### config.mk
export PLATFORM = sky130hd
export DESIGN_NAME = uart_rx_basic
export DESIGN_NICKNAME = d
export VERILOG_FILES = /design/src/rtl/uart_rx_basic.sv
export SDC_FILE = /design/constraint.sdc
export NUM_CORES = 1
export LEC_CHECK = 0
export BUFFER_PORTS_ARGS = -buffer_cell sky130_fd_sc_hd__buf_2
export CORE_MARGIN = 5
export CORE_UTILIZATION = 60
export CTS_CLUSTER_DIAMETER = 60
export DETAILED_ROUTE_END_ITERATION = 12
export GPL_TIMING_DRIVEN = 0
export PLACE_DENSITY = 0.8
export REMOVE_ABC_BUFFERS = 1
export SETUP_SLACK_MARGIN = 0.3
export SYNTH_ARGS = -nofsm -noshare
export SYNTH_HDL_FRONTEND = slang
export SYNTH_SLANG_ARGS = --single-unit
### constraint.sdc
create_clock -name clk -period 4.4 [get_ports clk]
set_input_delay 0.88 -clock clk [delete_from_list [all_inputs] [get_ports clk]]
set_output_delay 0.88 -clock clk [all_outputs]
set_load 0.01 [all_outputs]
### src/rtl/uart_rx_basic.sv
// uart_rx_basic: 8N1 UART receiver, LSB first, no parity, mid-bit sampling.
// Ports:
//   clk           - system clock, rising edge
//   rst_n         - asynchronous active-low reset
//   rx            - serial input, idles high, asynchronous to clk
//   data_out[7:0] - last correctly framed byte, held until the next good frame
//   valid         - one-cycle pulse, data_out updated this cycle
//   framing_error - one-cycle pulse, stop bit sampled low
//   busy          - high while a frame (or a post-error break) is in progress
module uart_rx_basic #(
    parameter int unsigned CLK_FREQ  = 50000000,
    parameter int unsigned BAUD_RATE = 115200
) (
    input  logic       clk,
    input  logic       rst_n,
    input  logic       rx,
    output logic [7:0] data_out,
    output logic       valid,
    output logic       framing_error,
    output logic       busy
);

    localparam int unsigned CLKS_PER_BIT = CLK_FREQ / BAUD_RATE;
    localparam int unsigned HALF_BIT     = CLKS_PER_BIT / 2;
    localparam int unsigned CNT_W        = (CLKS_PER_BIT > 2) ? $clog2(CLKS_PER_BIT) : 1;

    typedef enum logic [2:0] {
        S_IDLE  = 3'd0,
        S_START = 3'd1,
        S_DATA  = 3'd2,
        S_STOP  = 3'd3,
        S_BREAK = 3'd4
    } state_t;

    logic             r_sync1;
    logic             r_sync2;
    logic             w_rx_s;

    state_t           r_state;
    state_t           w_state_n;
    logic [CNT_W-1:0] r_cnt;
    logic [CNT_W-1:0] w_cnt_n;
    logic [2:0]       r_bit_idx;
    logic [2:0]       w_bit_idx_n;
    logic [7:0]       r_shift;
    logic [7:0]       w_shift_n;
    logic [7:0]       r_data;
    logic [7:0]       w_data_n;
    logic             r_valid;
    logic             w_valid_n;
    logic             r_ferr;
    logic             w_ferr_n;
    logic             r_busy;
    logic             w_busy_n;

    logic             w_half_done;
    logic             w_bit_done;

    // Two-flop synchronizer; reset to 1 so the line reads idle.
    always_ff @(posedge clk or negedge rst_n) begin
        if (!rst_n) begin
            r_sync1 <= 1'b1;
            r_sync2 <= 1'b1;
        end else begin
            r_sync1 <= rx;
            r_sync2 <= r_sync1;
        end
    end

    assign w_rx_s      = r_sync2;
    assign w_half_done = (r_cnt == CNT_W'(HALF_BIT - 1));
    assign w_bit_done  = (r_cnt == CNT_W'(CLKS_PER_BIT - 1));

    // State and datapath registers.
    always_ff @(posedge clk or negedge rst_n) begin
        if (!rst_n) begin
            r_state   <= S_IDLE;
            r_cnt     <= '0;
            r_bit_idx <= '0;
            r_shift   <= '0;
            r_data    <= '0;
            r_valid   <= 1'b0;
            r_ferr    <= 1'b0;
            r_busy    <= 1'b0;
        end else begin
            r_state   <= w_state_n;
            r_cnt     <= w_cnt_n;
            r_bit_idx <= w_bit_idx_n;
            r_shift   <= w_shift_n;
            r_data    <= w_data_n;
            r_valid   <= w_valid_n;
            r_ferr    <= w_ferr_n;
            r_busy    <= w_busy_n;
        end
    end

    // Next-state and next-output logic.
    always_comb begin
        w_state_n   = r_state;
        w_cnt_n     = r_cnt;
        w_bit_idx_n = r_bit_idx;
        w_shift_n   = r_shift;
        w_data_n    = r_data;
        w_valid_n   = 1'b0;
        w_ferr_n    = 1'b0;

        case (r_state)
            S_IDLE: begin
                if (!w_rx_s) begin
                    w_state_n = S_START;
                    w_cnt_n   = '0;
                end
            end
            S_START: begin
                // Re-check the line at mid start bit to reject glitches.
                if (w_half_done) begin
                    w_cnt_n = '0;
                    if (!w_rx_s) begin
                        w_bit_idx_n = '0;
                        w_state_n   = S_DATA;
                    end else begin
                        w_state_n = S_IDLE;
                    end
                end else begin
                    w_cnt_n = r_cnt + CNT_W'(1);
                end
            end
            S_DATA: begin
                if (w_bit_done) begin
                    w_cnt_n              = '0;
                    w_shift_n[r_bit_idx] = w_rx_s;
                    if (r_bit_idx == 3'd7) begin
                        w_state_n = S_STOP;
                    end else begin
                        w_bit_idx_n = r_bit_idx + 3'd1;
                    end
                end else begin
                    w_cnt_n = r_cnt + CNT_W'(1);
                end
            end
            S_STOP: begin
                // Leave mid stop bit so an immediately following start edge is seen.
                if (w_bit_done) begin
                    w_cnt_n = '0;
                    if (w_rx_s) begin
                        w_data_n  = r_shift;
                        w_valid_n = 1'b1;
                        w_state_n = S_IDLE;
                    end else begin
                        w_ferr_n  = 1'b1;
                        w_state_n = S_BREAK;
                    end
                end else begin
                    w_cnt_n = r_cnt + CNT_W'(1);
                end
            end
            S_BREAK: begin
                // Hold off until the line recovers so a break is not decoded as frames.
                if (w_rx_s) begin
                    w_state_n = S_IDLE;
                end
            end
            default: begin
                w_state_n = S_IDLE;
                w_cnt_n   = '0;
            end
        endcase

        w_busy_n = (w_state_n != S_IDLE);
    end

    assign data_out      = r_data;
    assign valid         = r_valid;
    assign framing_error = r_ferr;
    assign busy          = r_busy;

endmodule

==> impl_metrics.env, run 1 <==
export IMPL_status="complete, no violations"
export IMPL_cp_end_kind="flip-flop"
export IMPL_fillCellCount=214
export IMPL_crit_required_ps=4630
export IMPL_leakage_nw=0.939
export IMPL_drv_cap=0
export IMPL_wirelength_mm=3.33
export IMPL_drtIter0Drc=48
export IMPL_portBuffers=13
export IMPL_hold_path_class="flip-flop to flip-flop"
export IMPL_globalplace_congestion=0.801
export IMPL_grtUsageMet2_pct=31.5
export IMPL_power_frac_seq_pct=63.2
export IMPL_dr_pass1_iters=4
export IMPL_fin_cells=213
export IMPL_seq_area_frac_synth_pct=50.3
export IMPL_ant_nets=0
export IMPL_numCtsBuffers=5
export IMPL_setup_tns_ps=0
export IMPL_slew_headroom_pct=47.8
export IMPL_comb_power_share_pct=1.3
export IMPL_synth_top_area_share_pct=47.4
export IMPL_yosys_cell_types_count=43
export IMPL_dp_hpwl_mm=2.37
export IMPL_fin_crit_ps=2240
export IMPL_p_per_area_nw_per_um2=277
export IMPL_whs_ps=365
export IMPL_cts_resized=0
export IMPL_path_buf_inv=1
export IMPL_switchingPower_mw=0.118
export IMPL_finalNetCount=189
export IMPL_grt_busiest_layer="met2"
export IMPL_multiInputGateArea_sq_um=825
export IMPL_synth_cell_area_sq_um=1800
export IMPL_io_pins=14
export IMPL_wl_per_cell_microns=15.6
export IMPL_fmax_mhz=447
export IMPL_synth_cells=168
export IMPL_register_area_sq_um=903
export IMPL_synth_top_cells_by_area="dfrtp_1 47%, nand2_1 6.7%, mux2_2 4.4%, ha_1 3.5%, dfstp_2 2.9%"
export IMPL_grt_pass1_vias=1254
export IMPL_die_w_microns=64.7
export IMPL_post_route_util_pct=68.2
export IMPL_clockPowerShare_pct=35.5
export IMPL_worstSetupPathType="flip-flop to flip-flop"
export IMPL_antenna_found_initial=0
export IMPL_fp_dieArea_sq_um=4190
export IMPL_htree_levels=2
export IMPL_initial_core_util_pct=64.0
export IMPL_ys_seq_elements=36
export IMPL_clk_latency_ps=340
export IMPL_synth_top_area_cell="dfrtp_1"
export IMPL_drc_errors=0
export IMPL_synth_edf_count=0
export IMPL_crit_arrival_ps=2470
export IMPL_via_per_inst=5.99
export IMPL_rsz0062_at_grt="no"
export IMPL_power_internal_mw=0.412
export IMPL_core_sq_um=2810
export IMPL_use_met3_pct=5.35
export IMPL_grt_first_pass_wirelength_mm=5.78
export IMPL_clkTransAtPathRegs_ps=110
export IMPL_setup_viol=0
export IMPL_fp_dieH_microns=64.7
export IMPL_drive_gt1_share_pct=23.6
export IMPL_ir_worst_vdd_v=0.000197
export IMPL_cp_cell_sequence="inv_1 > ha_1 > nand4b_1 > nor2_2 > nand3_4 > nor3_1 > mux2_2"
export IMPL_n_antenna_cell=0
export IMPL_grt_overflow_total=0
export IMPL_cts_buffer_depth=2
export IMPL_ctsHoldBuffers=0
export IMPL_cts_tree="done"
export IMPL_yosysWarningCount=0
export IMPL_p_sw_share_pct=22.3
export IMPL_finalMaxSlewViolations=0
export IMPL_clock_sinks=36
export IMPL_clock_skew_ps=14.0
export IMPL_crit_fanout=11
export IMPL_crit_slowest_cell="nor2_2"
export IMPL_worst_slew_pin_transition_ps=783
export IMPL_num_vias=1276
export IMPL_rows=19
export IMPL_dp_cells=205
export IMPL_root_buffer="clkbuf_4"
export IMPL_critPathMaxStageDelay_ps=490
export IMPL_fin_crit_sh_pct=50.8
export IMPL_synth_async_reset_ratio_pct=100
export IMPL_cp_start_kind="flip-flop"
export IMPL_syn_mean_instance_area_sq_um=10.7
export IMPL_grt_max_degree=37
export IMPL_path_delay_family="simple AND/OR/NAND/NOR gates"
export IMPL_met1_usage_pct=20.5
export IMPL_hold_viol_final=0
export IMPL_syn_to_final_growth_pct=6.55
export IMPL_ys_flop_type="dfrtp_1"
export IMPL_grt_usage_pct=18.0
export IMPL_post_cts_repair_setup_buffers=0
cell usage in the layout (no fill, tap or decap), types with 3 or more instances in the layout:
master,instances
a21o_1,6
buf_2,13
clkbuf_4,5
dfrtp_1,34
ha_1,5
inv_1,5
mux2_2,7
nand2_1,32
nand3_1,5
nand4_1,3
nor2_1,10
nor3_1,3
nor3b_1,3
nor4_1,3
o21ai_0,9
cells by family (layout without fill, tap and decap cells):
group,Yosys count,in the layout,share of synthesized area (%)
simple gates,78,78,25.6
flops,36,36,50.3
compound gates,28,28,11.3
buf+inv,12,26,3.76
mux,9,9,5.58
fa+ha+maj,5,5,3.48
layout make-up:
class / instances / share of cell area [%]
clock inverters: 1 / 0.392
repair buffers: 13 / 3.40
clock buffers: 7 / 2.88
flip-flops and latches: 36 / 47.2
inverters: 5 / 0.981
well taps: 31 / 2.03
multi-input cells: 120 / 43.1
state kept, by name, summed over array words and instances, names as in the netlist:
| register | flops |
|---|---|
| r_bit_idx | 3 |
| r_sync1 | 1 |
| busy | 1 |
| r_sync2 | 1 |
| data_out | 8 |
| valid | 1 |
| r_shift | 8 |
| r_state | 3 |
| framing_error | 1 |
| r_cnt | 9 |
routing by layer:
layer / up-vias / routed length, microns
met5: - / 0
met4: 0 / 50
met3: 6 / 114
met2: 17 / 1750
met1: 634 / 1410
li1: 619 / -
power groups by stage:
stage          registers [mW]  clock network, mW  logic, mW
4_1_cts                 0.335              0.194    0.00766
2_1_floorplan           0.340                  0   0.000318
3_5_place_dp            0.341                  0    0.00765
3_3_place_gp            0.341                  0    0.00734
5_1_grt                 0.335              0.212    0.00878
6_report                0.335              0.188    0.00711
metrics by stage:
stage	area [sq um]	total power, mW	setup WS (ps)
2_1_floorplan	1750	0.341	2460
3_3_place_gp	1850	0.348	2290
3_5_place_dp	1850	0.349	2200
4_1_cts	1910	0.537	2190
5_1_grt	1910	0.556	1980
6_report	1910	0.530	2160
Yosys cell counts (2+ instances only):
cell type,count
clkbuf_1,2
nor3b_2,2
nor2_1,10
a211o_1,2
a21oi_1,2
nor4_1,3
a32o_1,2
ha_1,5
dfrtp_1,34
nand3b_1,2
o21a_1,2
nor3_1,3
nand4_1,3
and2b_2,2
a21o_1,6
o21ai_0,9
inv_1,5
mux2_2,7
buf_4,4
nand3_1,5
nor3b_1,3
dfstp_2,2
nand2_1,32
and3_1,2
worst register-to-register path, delay by kind of cell (launching register included):
kind,cells,cell delay [ps]
flops,1,420
fa+ha+maj,1,150
mux,1,360
buf+inv,1,120
simple gates,4,1080
final timing paths:
check / from / end / slack (ps) / cells after the start
worst min register to register: r_sync1 / r_sync2 / 370 / 0
max in group asynchronous: rst_n / r_cnt[4] / 3290 / 1
worst min-delay path: r_sync1 / r_sync2 / 370 / 0
worst max-delay path: r_cnt[1] / r_shift[1] / 2160 / 7
worst max register to register: r_cnt[1] / r_shift[1] / 2160 / 7
min in group asynchronous: rst_n / framing_error / 610 / 1
Power figures use the tool's default switching activity.
==> run 2, diff against run 1 <==
--- a/config.mk
+++ b/config.mk
@@ -5,13 +5,14 @@
 export SDC_FILE = /design/constraint.sdc
 export NUM_CORES = 1
 export LEC_CHECK = 0
+export ABC_AREA = 1
 export BUFFER_PORTS_ARGS = -buffer_cell sky130_fd_sc_hd__buf_2
 export CORE_MARGIN = 5
-export CORE_UTILIZATION = 60
+export CORE_UTILIZATION = 53
 export CTS_CLUSTER_DIAMETER = 60
 export DETAILED_ROUTE_END_ITERATION = 12
 export GPL_TIMING_DRIVEN = 0
-export PLACE_DENSITY = 0.8
+export PLACE_DENSITY = 0.74
 export REMOVE_ABC_BUFFERS = 1
 export SETUP_SLACK_MARGIN = 0.3
 export SYNTH_ARGS = -nofsm -noshare
==> constraint.sdc (replaced) <==
create_clock -name clk -period 1.85 [get_ports clk]
set_input_delay 0.37 -clock clk [delete_from_list [all_inputs] [get_ports clk]]
set_output_delay 0.37 -clock clk [all_outputs]
set_load 0.01 [all_outputs]
==> run 2 against run 1 <==
Critical path depth grew 3; worst hold slack lost 270 ps; synthesized cell count increased by 35%; global-route usage is 0.58 points lower; critical path type unchanged; largest power group unchanged.
==> impl_metrics.env, run 2 <==
export IMPL_dr_pass1_iters=4
export IMPL_post_route_util_pct=66.2
export IMPL_synth_edf_count=0
export IMPL_fmax_mhz=667
export IMPL_hold_viol_final=0
export IMPL_finalMaxSlewViolations=0
export IMPL_wl_per_cell_microns=13.1
export IMPL_critPathMaxStageDelay_ps=410
export IMPL_grt_max_degree=37
export IMPL_synth_cells=227
export IMPL_syn_to_final_growth_pct=20.6
export IMPL_cts_tree="done"
export IMPL_cp_cell_sequence="inv_2 > ha_4 > nand2_2 > nor2_4 > nand2_8 > inv_6 > nand3_4 > inv_4 > nand2_1 > nand2_1"
export IMPL_yosysWarningCount=0
export IMPL_setup_viol=0
export IMPL_crit_arrival_ps=1800
export IMPL_drc_errors=0
export IMPL_rr_worst_depth=10
export IMPL_die_w_microns=68.8
export IMPL_drv_cap=0
export IMPL_num_vias=1532
export IMPL_hold_path_class="primary input to asynchronous set/reset pin"
export IMPL_cp_end_kind="flip-flop"
export IMPL_setup_slack_ps=351
export IMPL_clk_latency_ps=350
export IMPL_numCtsBuffers=5
export IMPL_r2r_slack_ps=350
export IMPL_post_place_ws_ps=207
export IMPL_cp_start_kind="flip-flop"
export IMPL_fin_crit_ps=1500
export IMPL_rows=21
export IMPL_drive_gt1_share_pct=30.0
export IMPL_setup_tns_ps=0
export IMPL_mostFrequentLayoutCells="71 x nand2_1, 32 x dfrtp_1, 19 x inv_1, 19 x nand3_1, 15 x nor2_1"
export IMPL_crit_required_ps=2150
export IMPL_antenna_found_initial=0
export IMPL_synth_async_reset_ratio_pct=100
export IMPL_yosys_cell_types_count=26
export IMPL_dp_hpwl_mm=2.33
export IMPL_ant_nets=0
export IMPL_finalNetCount=264
export IMPL_cts_buffer_depth=2
export IMPL_largest_reg_flops=9
export IMPL_p_per_area_nw_per_um2=574
export IMPL_worst_slew_pin_transition_ps=803
export IMPL_rr_endpoint="data_out[6]"
export IMPL_fin_crit_sh_pct=81.0
export IMPL_crit_fanout=8
export IMPL_crit_slowest_cell="dfrtp_1"
export IMPL_top_register="r_cnt"
export IMPL_synth_most_common_cell="nand2_1"
export IMPL_clkTransAtPathRegs_ps=110
export IMPL_critPathMostFrequentCell="nand2_1"
export IMPL_rsz0062_at_grt="yes"
export IMPL_final_common_cell="nand2_1"
export IMPL_fp_dieArea_sq_um=4730
export IMPL_via_per_inst=5.06
export IMPL_core_sq_um=3340
export IMPL_grt_pass1_vias=1289
export IMPL_io_pins=14
export IMPL_ir_worst_vdd_v=0.000489
export IMPL_worstSetupPathType="flip-flop to flip-flop"
export IMPL_globalplace_congestion=0.900
export IMPL_drtIter0Drc=103
export IMPL_synth_top_area_cell="dfrtp_1"
export IMPL_syn_mean_instance_area_sq_um=8.07
export IMPL_portBuffers=13
export IMPL_leakage_nw=1.15
export IMPL_root_buffer="clkbuf_4"
export IMPL_slew_headroom_pct=46.5
export IMPL_initial_core_util_pct=54.9
export IMPL_synth_top_cells_by_area="dfrtp_1 46%, nand2_1 16%, nand3_1 6.8%, inv_1 4.5%, nor2_1 3.5%"
export IMPL_clock_sinks=36
export IMPL_htree_levels=2
export IMPL_status="complete, no violations"
export IMPL_grt_usage_pct=17.4
export IMPL_clock_skew_ps=14.1
export IMPL_ys_seq_elements=36
export IMPL_fp_dieH_microns=68.8
export IMPL_synth_top_area_share_pct=46.4
export IMPL_synth_cell_area_sq_um=1830
export IMPL_timing_rr_start="r_cnt[1]"
export IMPL_grt_overflow_total=0
export IMPL_grt_first_pass_wirelength_mm=5.95
export IMPL_wirelength_mm=3.96
export IMPL_n_antenna_cell=0
export IMPL_ys_flop_type="dfrtp_1"
export IMPL_seq_area_frac_synth_pct=49.3
export IMPL_synthTopCellsByCount="79 x nand2_1, 34 x dfrtp_1, 25 x nand3_1, 22 x inv_1, 17 x nor2_1"
==> run 2: timing repair <==
item / in CTS / in global routing
pin swaps: 1 / 16
endpoints found under the setup margin: 22 / 30
hold buffers: 0 / 0
setup buffers: 3 / 5
gates resized for setup: 3 / 32
cloned: 3 / 1
==> run 2: worst max path at each step <==
stage	start	end	slack [ps]	depth (start not counted)
2_1_floorplan	r_bit_idx[0]	r_bit_idx[0]	370	7
3_3_place_gp	r_bit_idx[0]	r_bit_idx[1]	240	7
3_5_place_dp	r_bit_idx[0]	r_bit_idx[1]	210	7
4_1_cts	r_cnt[1]	r_cnt[2]	290	9
5_1_grt	r_cnt[0]	r_bit_idx[1]	260	11
6_report	r_cnt[1]	data_out[6]	350	10
==> run 2: cells by family after synthesis <==
logic type               synth area share [%]
adder cells (fa/ha/maj)                  3.42
XOR/XNOR                                0.956
AO/OA/AOI/OAI                            2.32
AND/OR/NAND/NOR                          36.6
buffers and inverters                    7.38
flip-flops                               49.3
==> run 2: layout make-up <==
type	instances	area [sq um]
clock inverter	1	7.51
multi-input combinational	163	932
clock buffer	7	55.1
tap	46	57.6
sequential	36	910
timing repair inverter	1	6.26
timing repair buffer	21	125
fill	274	1130
inverter	28	115
==> run 2: worst max-delay path: cells and delay by family (launching register included) <==
family | cells | cell delay, ps
adder cells (fa/ha/maj) | 1 | 130
buffers and inverters | 3 | 300
flip-flops | 1 | 410
AND/OR/NAND/NOR | 6 | 590
==> run 2: where the power goes <==
group / internal [mW] / switching, mW
combinational: 0.00538 / 0.0218
sequential: 0.791 / 0.00120
clock: 0.186 / 0.262
==> run 2: stage by stage <==
stage | instance area [sq um] | hold slack [ps] | std cells | total power, mW
floorplan | 1810 | 74.4 | 224 | 0.812
global placement | 1930 | 347 | 283 | 0.831
detailed placement | 1930 | 348 | 283 | 0.831
CTS | 2040 | 96.7 | 297 | 1.27
global route | 2210 | 88.5 | 303 | 1.31
finish | 2210 | 97.9 | 303 | 1.27
==> run 2: per-layer routing <==
metal,part of all wire (%),routed length [microns],vias up,track usage (%)
met5,0,0,-,0
met4,1.5,58,0,6.81
met3,4.8,189,7,5.67
met2,46,1820,23,24.1
met1,48,1890,718,25.0
li1,-,-,784,-
==> run 3, diff against run 2 <==
--- a/config.mk
+++ b/config.mk
@@ -5,14 +5,14 @@
 export SDC_FILE = /design/constraint.sdc
 export NUM_CORES = 1
 export LEC_CHECK = 0
-export ABC_AREA = 1
+export ABC_AREA = 0
 export BUFFER_PORTS_ARGS = -buffer_cell sky130_fd_sc_hd__buf_2
 export CORE_MARGIN = 5
-export CORE_UTILIZATION = 53
+export CORE_UTILIZATION = 58
 export CTS_CLUSTER_DIAMETER = 60
 export DETAILED_ROUTE_END_ITERATION = 12
 export GPL_TIMING_DRIVEN = 0
-export PLACE_DENSITY = 0.74
+export PLACE_DENSITY = 0.77
 export REMOVE_ABC_BUFFERS = 1
 export SETUP_SLACK_MARGIN = 0.3
 export SYNTH_ARGS = -nofsm -noshare
==> constraint.sdc (replaced) <==
create_clock -name clk -period 1.4 [get_ports clk]
set_input_delay 0.28 -clock clk [delete_from_list [all_inputs] [get_ports clk]]
set_output_delay 0.28 -clock clk [all_outputs]
set_load 0.01 [all_outputs]
==> run 3 against run 2 <==
The run now ends with negative setup slack left; highest routed layer unchanged; critical path depth fell by 1; power rose by 25%; combinational power fell by 18%; global-route usage rose by 1.1 points; sequential power rose by 33%; largest cell class unchanged; via count fell by 3.5%; largest power group unchanged; sequential share of layout area fell by 3.1 points.
==> impl_metrics.env, run 3 (synthesis results as in run 1) <==
export IMPL_dr_pass1_iters=4
export IMPL_clockPowerShare_pct=32.2
export IMPL_drv_cap=0
export IMPL_cts_tree="done"
export IMPL_worst_slew_pin_transition_ps=796
export IMPL_clk_latency_ps=330
export IMPL_leakage_nw=1.11
export IMPL_top_register="r_cnt"
export IMPL_mostFrequentLayoutCells="28 x dfrtp_1, 24 x buf_4, 18 x nand2_1"
export IMPL_syn_to_final_growth_pct=33.2
export IMPL_clock_sinks=36
export IMPL_timing_rr_start="r_cnt[1]"
export IMPL_via_per_inst=5.96
export IMPL_r2r_slack_ps=-480
export IMPL_post_route_util_pct=79.6
export IMPL_comb_power_share_pct=1.4
export IMPL_die_w_microns=65.6
export IMPL_drive_gt1_share_pct=51.6
export IMPL_fp_dieArea_sq_um=4310
export IMPL_fin_crit_sh_pct=135
export IMPL_rr_endpoint="busy"
export IMPL_fp_dieH_microns=65.6
export IMPL_grt_pass1_vias=1467
export IMPL_num_vias=1479
export IMPL_cp_end_kind="flip-flop"
export IMPL_critPathMostFrequentCell="buf_6"
export IMPL_power_internal_mw=1.23
export IMPL_crit_required_ps=1600
export IMPL_finalPower_mw=1.59
export IMPL_fin_crit_ps=1880
export IMPL_core_sq_um=3000
export IMPL_fillCellCount=177
export IMPL_p_per_area_nw_per_um2=663
export IMPL_clock_skew_ps=12.9
export IMPL_switchingPower_mw=0.353
export IMPL_io_pins=14
export IMPL_p_sw_share_pct=22.2
export IMPL_fin_cells=248
export IMPL_cp_cell_sequence="inv_2 > ha_4 > nand4b_1 > buf_6 > nor2_4 > buf_6 > a211o_1 > nand2_2 > or3_1"
export IMPL_dp_cells=207
export IMPL_grt_busiest_layer="met2"
export IMPL_rows=20
export IMPL_critPathMaxStageDelay_ps=420
export IMPL_root_buffer="clkbuf_4"
export IMPL_ant_nets=0
export IMPL_grt_first_pass_wirelength_mm=6.19
export IMPL_numCtsBuffers=5
export IMPL_antenna_found_initial=0
export IMPL_finalMaxSlewViolations=0
export IMPL_htree_levels=2
export IMPL_globalplace_congestion=0.854
export IMPL_rsz0062_at_grt="yes"
export IMPL_crit_slowest_cell="dfrtp_1"
export IMPL_drtIter0Drc=58
export IMPL_grt_overflow_total=0
export IMPL_ir_worst_vdd_v=0.000508
export IMPL_worstSetupPathType="flip-flop to flip-flop"
export IMPL_fmax_mhz=531
export IMPL_ctsHoldBuffers=0
export IMPL_grtUsageMet2_pct=34.0
export IMPL_grt_usage_pct=18.5
export IMPL_cp_start_kind="flip-flop"
export IMPL_crit_arrival_ps=2090
export IMPL_slew_headroom_pct=46.4
export IMPL_power_frac_seq_pct=66.4
export IMPL_clkTransAtPathRegs_ps=110
export IMPL_wirelength_mm=4.29
export IMPL_wl_per_cell_microns=17.3
export IMPL_rr_worst_depth=9
export IMPL_use_met3_pct=4.10
export IMPL_drc_errors=0
export IMPL_finalNetCount=223
export IMPL_hold_viol_final=0
export IMPL_failed_checks="negative setup slack"
export IMPL_status="complete, but fails checks"
export IMPL_grt_max_degree=37
export IMPL_initial_core_util_pct=59.8
export IMPL_cts_buffer_depth=2
export IMPL_hold_path_class="primary input to asynchronous set/reset pin"
export IMPL_crit_fanout=3
export IMPL_n_antenna_cell=0
export IMPL_final_common_cell="dfrtp_1"
export IMPL_setup_slack_ps=-484
export IMPL_portBuffers=13
export IMPL_setup_viol=34
export IMPL_met1_usage_pct=19.6
export IMPL_largest_reg_flops=9
export IMPL_dp_hpwl_mm=2.18
-- run 3: cell types whose count changed in the layout (fill, tap and decap cells not counted), moves of 6 or more --
cell	change
inv_1	-15
buf_6	+6
a21o_1	+6
nand3_2	-8
inv_2	-6
nand4_1	-6
nand3_1	-15
nand2_1	-53
buf_4	+16
nor2_1	-8
-- run 3: layout make-up --
class                           count  area [sq um]  area share [%]
Sequential cell                    36           911            38.1
Clock inverter                      1          5.00           0.209
Timing Repair Buffer               44           333            13.9
Tap cell                           33          41.3            1.73
Multi-Input combinational cell    123          1040            43.5
Inverter                            5          18.8           0.785
Clock buffer                        6          41.3            1.73
-- run 3: how the worst max path moves through the flow --
stage / startpoint / endpoint / slack [ps] / depth (start not counted)
5_1_grt: r_cnt[1] / busy / -510 / 9
4_1_cts: r_cnt[1] / r_shift[3] / -440 / 7
2_1_floorplan: r_cnt[1] / r_shift[5] / -540 / 7
3_3_place_gp: r_cnt[1] / r_shift[5] / -710 / 7
3_5_place_dp: r_cnt[1] / r_shift[5] / -800 / 7
6_report: r_cnt[1] / busy / -480 / 9
-- run 3: worst max-delay path: cells and delay by family (launching register included) --
family                   cells  cell delay [ps]
adder cells (fa/ha/maj)      1              110
buffers and inverters        3              390
AO/OA/AOI/OAI                1              140
AND/OR/NAND/NOR              4              700
flip-flops                   1              420
-- run 3: routing by layer --
metal	up-vias	share of wire [%]	wire length, microns
li1	699	-	-
met1	730	41	1760
met2	42	54	2330
met3	8	3.7	159
met4	0	1.1	48
met5	-	0	0
-- run 3: power groups by stage --
stage          sequential, mW  clock (mW)  combinational [mW]
6_report                 1.05       0.510              0.0224
5_1_grt                  1.05       0.571              0.0272
4_1_cts                  1.05       0.518              0.0243
3_5_place_dp             1.07           0              0.0242
3_3_place_gp             1.07           0              0.0230
2_1_floorplan            1.07           0            0.000999
-- run 3: what timing repair did --
| action | CTS | global route |
|---|---|---|
| pin swaps | 9 | 38 |
| cloned | 1 | 2 |
| buffers inserted | 13 | 18 |
| setup endpoints to repair | 45 | 45 |
| gates resized for setup | 19 | 43 |
-- run 3: per-stage QoR --
stage | worst slack, ps | TNS [ps] | hold slack [ps] | cell area [sq um]
floorplan | -541 | -11120 | -15.6 | 1750
global placement | -709 | -17920 | 346 | 1850
detailed placement | -798 | -21250 | 347 | 1850
CTS | -439 | -11420 | 34.9 | 2060
global route | -508 | -13150 | 26.9 | 2390
finish | -484 | -11390 | 12.1 | 2390
